## config.mk

```make
export PLATFORM = sky130hd
export DESIGN_NAME = fwd_scoreboard
export DESIGN_NICKNAME = d
export VERILOG_FILES = /design/src/rtl/fwd_scoreboard.sv
export SDC_FILE = /design/constraint.sdc
export NUM_CORES = 1
export LEC_CHECK = 0
export ABC_CLOCK_PERIOD_IN_PS = 6600
export BUFFER_PORTS_ARGS = -buffer_cell sky130_fd_sc_hd__buf_2
export CAP_MARGIN = 10
export CELL_PAD_IN_SITES_DETAIL_PLACEMENT = 0
export CELL_PAD_IN_SITES_GLOBAL_PLACEMENT = 1
export CORE_MARGIN = 4
export CORE_UTILIZATION = 27
export CTS_CLUSTER_SIZE = 8
export DETAILED_ROUTE_END_ITERATION = 12
export HOLD_SLACK_MARGIN = 0.08
export PLACE_DENSITY = 0.83
export SYNTH_ARGS = -nofsm -noshare
export SYNTH_HDL_FRONTEND = slang
export SYNTH_SLANG_ARGS = --single-unit
```

## constraint.sdc

```tcl
create_clock -name clk -period 6.6 [get_ports clk]
set_input_delay 1.65 -clock clk [delete_from_list [all_inputs] [get_ports clk]]
set_output_delay 1.65 -clock clk [all_outputs]
set_load 0.01 [all_outputs]
```

## src/rtl/fwd_scoreboard.sv

```systemverilog
// Operand-forwarding scoreboard: tracks in-flight register writes per pipeline slot after ID
// and resolves every ID read port to register-file data, a slot result, or a stall.
module fwd_scoreboard #(
    parameter int NREAD = 2,
    parameter int DEPTH = 3,
    parameter int W     = 32,
    parameter int AW    = 2,
    parameter int CNT_W = 16
) (
    input  logic                 clk,
    input  logic                 reset,
    input  logic                 issue_valid,
    input  logic [4:0]           issue_dst,
    input  logic [AW-1:0]        issue_avail,
    input  logic                 flush,
    input  logic [NREAD*5-1:0]   rd_reg,
    input  logic [NREAD*W-1:0]   rd_data,
    input  logic [DEPTH*W-1:0]   stage_data,
    output logic [NREAD*W-1:0]   fwd_data,
    output logic [NREAD*AW-1:0]  fwd_src,
    output logic                 stall,
    output logic [CNT_W-1:0]     stall_count
);

    logic             v_q     [1:DEPTH];
    logic             v_d     [1:DEPTH];
    logic [4:0]       dst_q   [1:DEPTH];
    logic [4:0]       dst_d   [1:DEPTH];
    logic [AW-1:0]    avail_q [1:DEPTH];
    logic [AW-1:0]    avail_d [1:DEPTH];
    logic [CNT_W-1:0] stall_count_q;
    logic [CNT_W-1:0] stall_count_d;
    logic [NREAD-1:0] stall_req;

    // Youngest writer wins: scan from the oldest slot so the smallest matching k survives.
    always_comb begin
        logic [4:0]    r;
        logic [AW-1:0] hit;
        fwd_data  = '0;
        fwd_src   = '0;
        stall_req = '0;
        r         = '0;
        hit       = '0;
        for (int p = 0; p < NREAD; p++) begin
            r   = rd_reg[5*p +: 5];
            hit = '0;
            for (int k = DEPTH; k >= 1; k--) begin
                if (v_q[k] && (dst_q[k] == r)) begin
                    hit = AW'(k);
                end
            end
            fwd_data[W*p +: W] = rd_data[W*p +: W];
            if ((r != 5'd0) && (hit != '0)) begin
                fwd_src[AW*p +: AW] = hit;
                fwd_data[W*p +: W]  = stage_data[W*(int'(hit)-1) +: W];
                if (hit < avail_q[hit]) begin
                    stall_req[p] = 1'b1;
                end
            end
        end
    end

    assign stall = issue_valid && !flush && (|stall_req);

    always_comb begin
        v_d[1]     = 1'b0;
        dst_d[1]   = issue_dst;
        avail_d[1] = issue_avail;
        if (issue_avail == '0) begin
            avail_d[1] = AW'(1);
        end else if (issue_avail > AW'(DEPTH)) begin
            avail_d[1] = AW'(DEPTH);
        end
        if (issue_valid && !flush && !stall && (issue_dst != 5'd0)) begin
            v_d[1] = 1'b1;
        end
        for (int k = 2; k <= DEPTH; k++) begin
            v_d[k]     = v_q[k-1];
            dst_d[k]   = dst_q[k-1];
            avail_d[k] = avail_q[k-1];
        end
    end

    always_comb begin
        stall_count_d = stall_count_q;
        if (stall && (stall_count_q != '1)) begin
            stall_count_d = stall_count_q + CNT_W'(1);
        end
    end

    // The back end never stalls, so the slots shift every cycle; stalls only insert bubbles.
    always_ff @(posedge clk) begin
        if (!reset) begin
            for (int k = 1; k <= DEPTH; k++) begin
                v_q[k]     <= 1'b0;
                dst_q[k]   <= '0;
                avail_q[k] <= '0;
            end
            stall_count_q <= '0;
        end else begin
            for (int k = 1; k <= DEPTH; k++) begin
                v_q[k]     <= v_d[k];
                dst_q[k]   <= dst_d[k];
                avail_q[k] <= avail_d[k];
            end
            stall_count_q <= stall_count_d;
        end
    end

    assign stall_count = stall_count_q;

endmodule

```

### Yosys cells after proc, flatten, opt, wreduce, memory -nomap -nowiden

Memories as Yosys holds them, arrays and structs flattened.
Cells that the tools add are included.

| cells by class | value |
|---|---|
| divide/modulo/power cells | 0 |
| reduce and logical (&&, ||, !) cells | 22 |
| shift operators | 2 |
| $add $sub $neg | 3 |
| mux-type cells | 28 |
| order comparisons | 3 |
| equality and inequality tests | 7 |
| multipliers | 0 |
| bitwise operators | 9 |

Operators by type and width:

| kind | count |
|---|---|
| 96-bit by 8-bit indexed part select with 32-bit output | 2 |
| 32-bit 2-to-1 mux | 2 |
| 5-bit equality test | 6 |
| 2-bit 2-to-1 mux | 13 |
| 16-bit by 1-bit adder with 16-bit output, second input constant | 1 |
| 16-bit != test, second input constant | 1 |
| 5-bit 2-to-1 mux | 3 |
| 5-bit nonzero test | 3 |
| 1-bit logical AND | 13 |
| 1-bit 2-to-1 mux | 10 |
| 1-bit bitwise OR | 9 |
| 2-bit by 1-bit subtractor with 3-bit output, second input constant | 2 |
| 2-bit < comparator | 2 |
| 2-bit nonzero test | 2 |
| 2-bit > comparator, second input constant | 1 |
| 1-bit zero test | 2 |
| 2-bit zero test | 1 |
| 2-bit OR reduction | 1 |

| storage, ports and cells | value |
|---|---|
| input bits | 181 |
| bits in latches | 0 |
| bits in writable memories | 24 |
| output and inout bits | 85 |
| memories kept | 3 |
| logic and storage cells | 78 |
| register bits | 16 |
| ROM bits | 0 |

Memory list:

| memory | words | bits a word | read ports | clocked after Yosys merged registers in | write ports | RTL line | source |
|---|---|---|---|---|---|---|---|
| dst_q | 3 | 5 | 3 | 0 | 3 | 27 | `logic [4:0] dst_q [1:DEPTH];` |
| avail_q | 3 | 2 | 4 | 0 | 3 | 29 | `logic [AW-1:0] avail_q [1:DEPTH];` |
| v_q | 3 | 1 | 3 | 0 | 3 | 25 | `logic v_q [1:DEPTH];` |

### Longest topological paths before layout

An unclocked memory read counts as a cell.

| depth | value |
|---|---|
| depth after elaboration | 16 |
| mapped depth | 16 |
| gate-level depth less buffers | 12 |

### Worst setup path after synthesis

OpenSTA, ideal clock, no wires.

| path | value |
|---|---|
| path kind | input to output |
| start point | in rd_reg[0] |
| end point | out stall |
| arrival | 4082 ps |
| buffers on the path | 3 |
| data required time | 4950 ps |
| slack | 868 ps |
| cell stages on the path | 14 |
| cells stage by stage | buf_2 > xor2_1 > nor4_1 > nand3_1 > a21boi_0 > buf_2 > buf_2 > ha_1 > o21ba_1 > and4_1 > a32o_1 > a32o_1 > nor2_1 > nor2b_1 |

| on the way | value |
|---|---|
| word-level cells in the longest chain between the ends | 11 |
| elaborated cells on any way between the ends | 18 |
| classes of those cells | order compare: 1; eq/ne: 3; mux: 5; reduce/logical: 8; memory: 1 |

Ends and longest elaborated chain:

| what | RTL line | source |
|---|---|---|
| from (decl) | 16 | `input logic [NREAD*5-1:0] rd_reg,` |
| 5-bit equality test | 48 | `if (v_q[k] && (dst_q[k] == r)) begin` |
| 1-bit logical AND | 48 |  |
| 2-bit 2-to-1 mux (3 in a row) | 48 |  |
| memory 3 x 2 bit | - |  |
| 2-bit < comparator | 56 | `if (hit < avail_q[hit]) begin` |
| 1-bit 2-to-1 mux | 56 |  |
| 1-bit 2-to-1 mux * | 53 | `if ((r != 5'd0) && (hit != '0)) begin` |
| 2-bit OR reduction * | 63 | `assign stall = issue_valid && !flush && (\|stall_req);` |
| 1-bit logical AND * | 63 |  |
| to (decl) | 21 | `output logic stall,` |

Every way passes the cells marked *; elsewhere a longest branch is shown, timed or not.

### Worst setup path after layout

| path | value |
|---|---|
| start point | in rd_reg[9] |
| end point | out fwd_data[33] |

| on the way | value |
|---|---|
| word-level cells in the longest chain between the ends | 8 |
| elaborated cells on any way between the ends | 15 |
| classes of those cells | add/sub: 1; eq/ne: 3; shift: 1; mux: 4; reduce/logical: 6 |

Ends and longest elaborated chain:

| what | RTL line | source |
|---|---|---|
| 5-bit equality test | 48 |  |
| 1-bit logical AND | 48 |  |
| 2-bit 2-to-1 mux (3 in a row) | 48 |  |
| 2-bit by 1-bit subtractor with 3-bit output / 2-bit nonzero test (equally long branches) | 55, 53 |  |
| 96-bit by 8-bit indexed part select with 32-bit output / 1-bit logical AND (equally long branches) | 55, 53 |  |
| 32-bit 2-to-1 mux * | 53 |  |
| to (decl) | 19 | `output logic [NREAD*W-1:0] fwd_data,` |

Marked as above.

==> summary.txt <==
Floorplan
  • CORE AREA: 13,900 sq um
  • IO Pins: 266
  • Die ar.: 16,300 sq um
  • Initial Util: 0.277
  • Rows: 43
  • Die Y: 128 um
  • Die width: 128 um

Global routing
  • First-pass GRT wire length: 24,000 um
  • Vias in the first global route: 4,547
  • Initial antenna violation count: 1
  • Grt ovf: 0
  • Largest net degree at the start of global routing: 65
  • Total GRT Usage: 0.179

Yosys
  • Complex-gate fraction of the synthesized area: 0.244
  • Synth area leader: dfxtp_1
  • Syn Nets: 754
  • Sequential area share after synthesis: 0.197
  • Number of synthesized flops with an enable pin: 0
  • Mux share of post-synthesis cell area: 0.169
  • Post-synth top flop: dfxtp_1
  • Post-synth top area share: 0.197
  • Distinct cells, synth: 38
  • Synth Area in Simple Gates: 0.259
  • Flops & latches, synth: 38
  • Post-Synth Adder-Cell Area: 0.00973
  • Mapped Avg Cell Area: 6.77 sq um
  • Largest family of logic cells by synthesized area: simple AND/OR/NAND/NOR gates
  • Share of synthesized registers carrying an async set or reset: 0
  • Cells after Synth: 570
  • Synth Area in XOR/XNOR: 0.0704
  • Top post-synthesis cells by area: dfxtp_1, a21oi_1, mux2i_1
  • Synth Cell Area: 3860 sq um
  • Synth Warn #: 0

Worst hold path
  • Hold Path Stages: 2
  • Hold WC Path Type: flip-flop to flip-flop
  • Min-delay src: stall_count[11]
  • Destination of the worst hold path: stall_count[11]

Pwr
  • Sequential share of power: 0.370
  • Leak: 2.95 nW
  • PD cells: 118 nW/um^2
  • Comb power frac: 0.266
  • Internal cell power: 472 uW
  • Clock Power Share: 0.364
  • Worst vdd ir: 0.000111 V
  • Net Sw Frac: 0.274
  • Switch Pwr: 178 uW
  • Pwr Total: 650 uW

Timing
  • Tmin final: 6.18 ns
  • RSZ-0062 raised after global routing: no
  • Tcrit/Tclk final: 0.937
  • Skew final: 0.00370 ns
  • Rel. slew slack: 0.305
  • Worst-Margin Slew: 1.04 ns
  • Final hold vios: 0
  • Fin. max-slew vios: 0
  • Max Fclk: 162 MHz
  • Setup TNS: 0 ns
  • Final setup viols: 0
  • Worst hold slack: 0.495 ns

Setup path
  • Max FO, Critical Path: 21
  • Critical Path Source: rd_reg[9]
  • R2R cell count: 12
  • Crit. End Element: output port
  • Reg2Reg Launch Point: dst_q[0][13]
  • Critical Path RT: 4.95 ns
  • Worst R2R End: stall_count[15]
  • Crit path launch type: input pin
  • Internal reg-to-reg setup slack: 3.14 ns
  • Critical Setup Path Class: input pin to output port
  • Worst EP arrival: 4.53 ns

Detailed routing
  • Iteration-0 DRC count of the detailed router: 261
  • Routed wire length: 15,900 um
  • DRT Pass-1 Iters: 6
  • Antenna viol nets, final: 0
  • Vias: 4,957
  • Vias per cell: 5.00
  • Routed WL per cell: 16.0 um
  • DRC: 0

Clock tree
  • Sink Count: 38
  • H-tree depth: 2
  • Worst-path clk slew: 0.06 ns
  • Clock Path Buffers: 2
  • Cts repair resizes: 0
  • Clk_lat worst skew: 0.27 ns
  • CTS Hold Bufs: 0
  • CTS Buf Count: 5
  • Clock tree root buffer cell: clkbuf_16
  • CTS tree: built
  • Setup Fix Bufs, Post-CTS: 0

Layout
  • Commonest cells after routing, fill and taps aside: buf_2, a21oi_1, nor2_1
  • Synthesis-to-layout area growth: 42.6%
  • Final Util: 0.395
  • Post-route cell area: 5500 sq um
  • Final Net Count: 994
  • Most common cell after layout, fill and taps aside: buf_2
  • Share of layout cells above drive strength 1: 0.356

Place
  • Post-place instance area: 5350 sq um
  • Detailed Place HPWL: 12,900 um
  • GP Congestion: 0.871
  • PortBufs: 265

Run
  • Max-Cap Viols: 0

Status
  • Run status: completed
-- worst max-delay path, stage by stage --
cell and delay (ns):
buf_2 0.13, xor2_1 0.16, nor4_1 0.32, nand3_1 0.21, a21boi_4 0.20, ha_1 0.32, nor2_2 0.82, buf_4 0.34
a21oi_1 0.10, a21oi_1 0.14, buf_2 0.14
-- layout make-up --
cell class / count / area, sq um
Antenna cell: 1 / 2.50
Timing Repair Buffer: 274 / 1410
Tap cell: 180 / 225
Sequential cell: 38 / 761
Clock buffer: 6 / 139
Multi-Input combinational cell: 486 / 2940
Fill cell: 1538 / 8430
Clock inverter: 2 / 12.5
Inverter: 5 / 18.8
-- kinds of logic (layout without fill, tap and decap cells) --
kind of cell               Yosys count  after routing
DFF                                 38             38
xor gates and xnor gates            31             31
adders and majority gates            3              3
other                                0              1
muxes                               65             65
AOI/OAI and AO/OA                  169            169
and+or+nand+nor                    218            218
buffers and inverters               46            287
-- synthesized netlist by cell type, types with 2 or more instances --
cell      count
nor2_1      139
a21oi_1     137
mux2i_1      65
dfxtp_1      38
clkbuf_1     29
xor2_1       25
and2_1       22
o31ai_1      13
or4_1        11
nand3_1      10
buf_2         9
nand2_1       8
nand2b_1      7
and3_1        6
nor4_1        6
xnor2_1       6
inv_1         5
o211ai_1      5
ha_1          3
nor3_1        3
a21boi_0      2
a21o_1        2
a32o_1        2
and4_1        2
nor2b_1       2
-- worst max-delay path by stage --
stage,depth (start not counted),to,slack (ns)
after CTS,11,fwd_data[33],0.37
after floorplan,14,stall,0.87
after global placement,11,fwd_data[33],0.40
after detailed placement,11,fwd_data[33],0.40
after global routing,11,fwd_data[50],0.12
final,11,fwd_data[33],0.42
-- per-layer routing --
metal,routed length [um],vias up,GRT usage
li1,-,2497,-
met3,1190,8,0.0272
met4,131,0,0.0246
met1,6500,2265,0.225
met2,8100,187,0.330
met5,0,-,0
-- state kept, by name, summed over array words and instances, names as in the netlist --
signal       count
stall_count     16
dst_q           15
v_q              3
avail_q          4
-- stage by stage --
step           instances  setup WS, ns
3_3_place_gp         983         0.395
4_1_cts              991         0.369
5_1_grt              992         0.124
6_report             992         0.416
3_5_place_dp         983         0.400
2_1_floorplan        570         0.868
-- power by group through the flow --
stage	Clock, mW	Combinational, mW	Sequential, mW
CTS	0.242	0.174	0.240
global route	0.253	0.191	0.241
floorplan	0	0.0759	0.244
finish	0.237	0.173	0.240
global placement	0	0.173	0.245
detailed placement	0	0.173	0.245
Note: power is estimated with default switching activity, not from simulation.
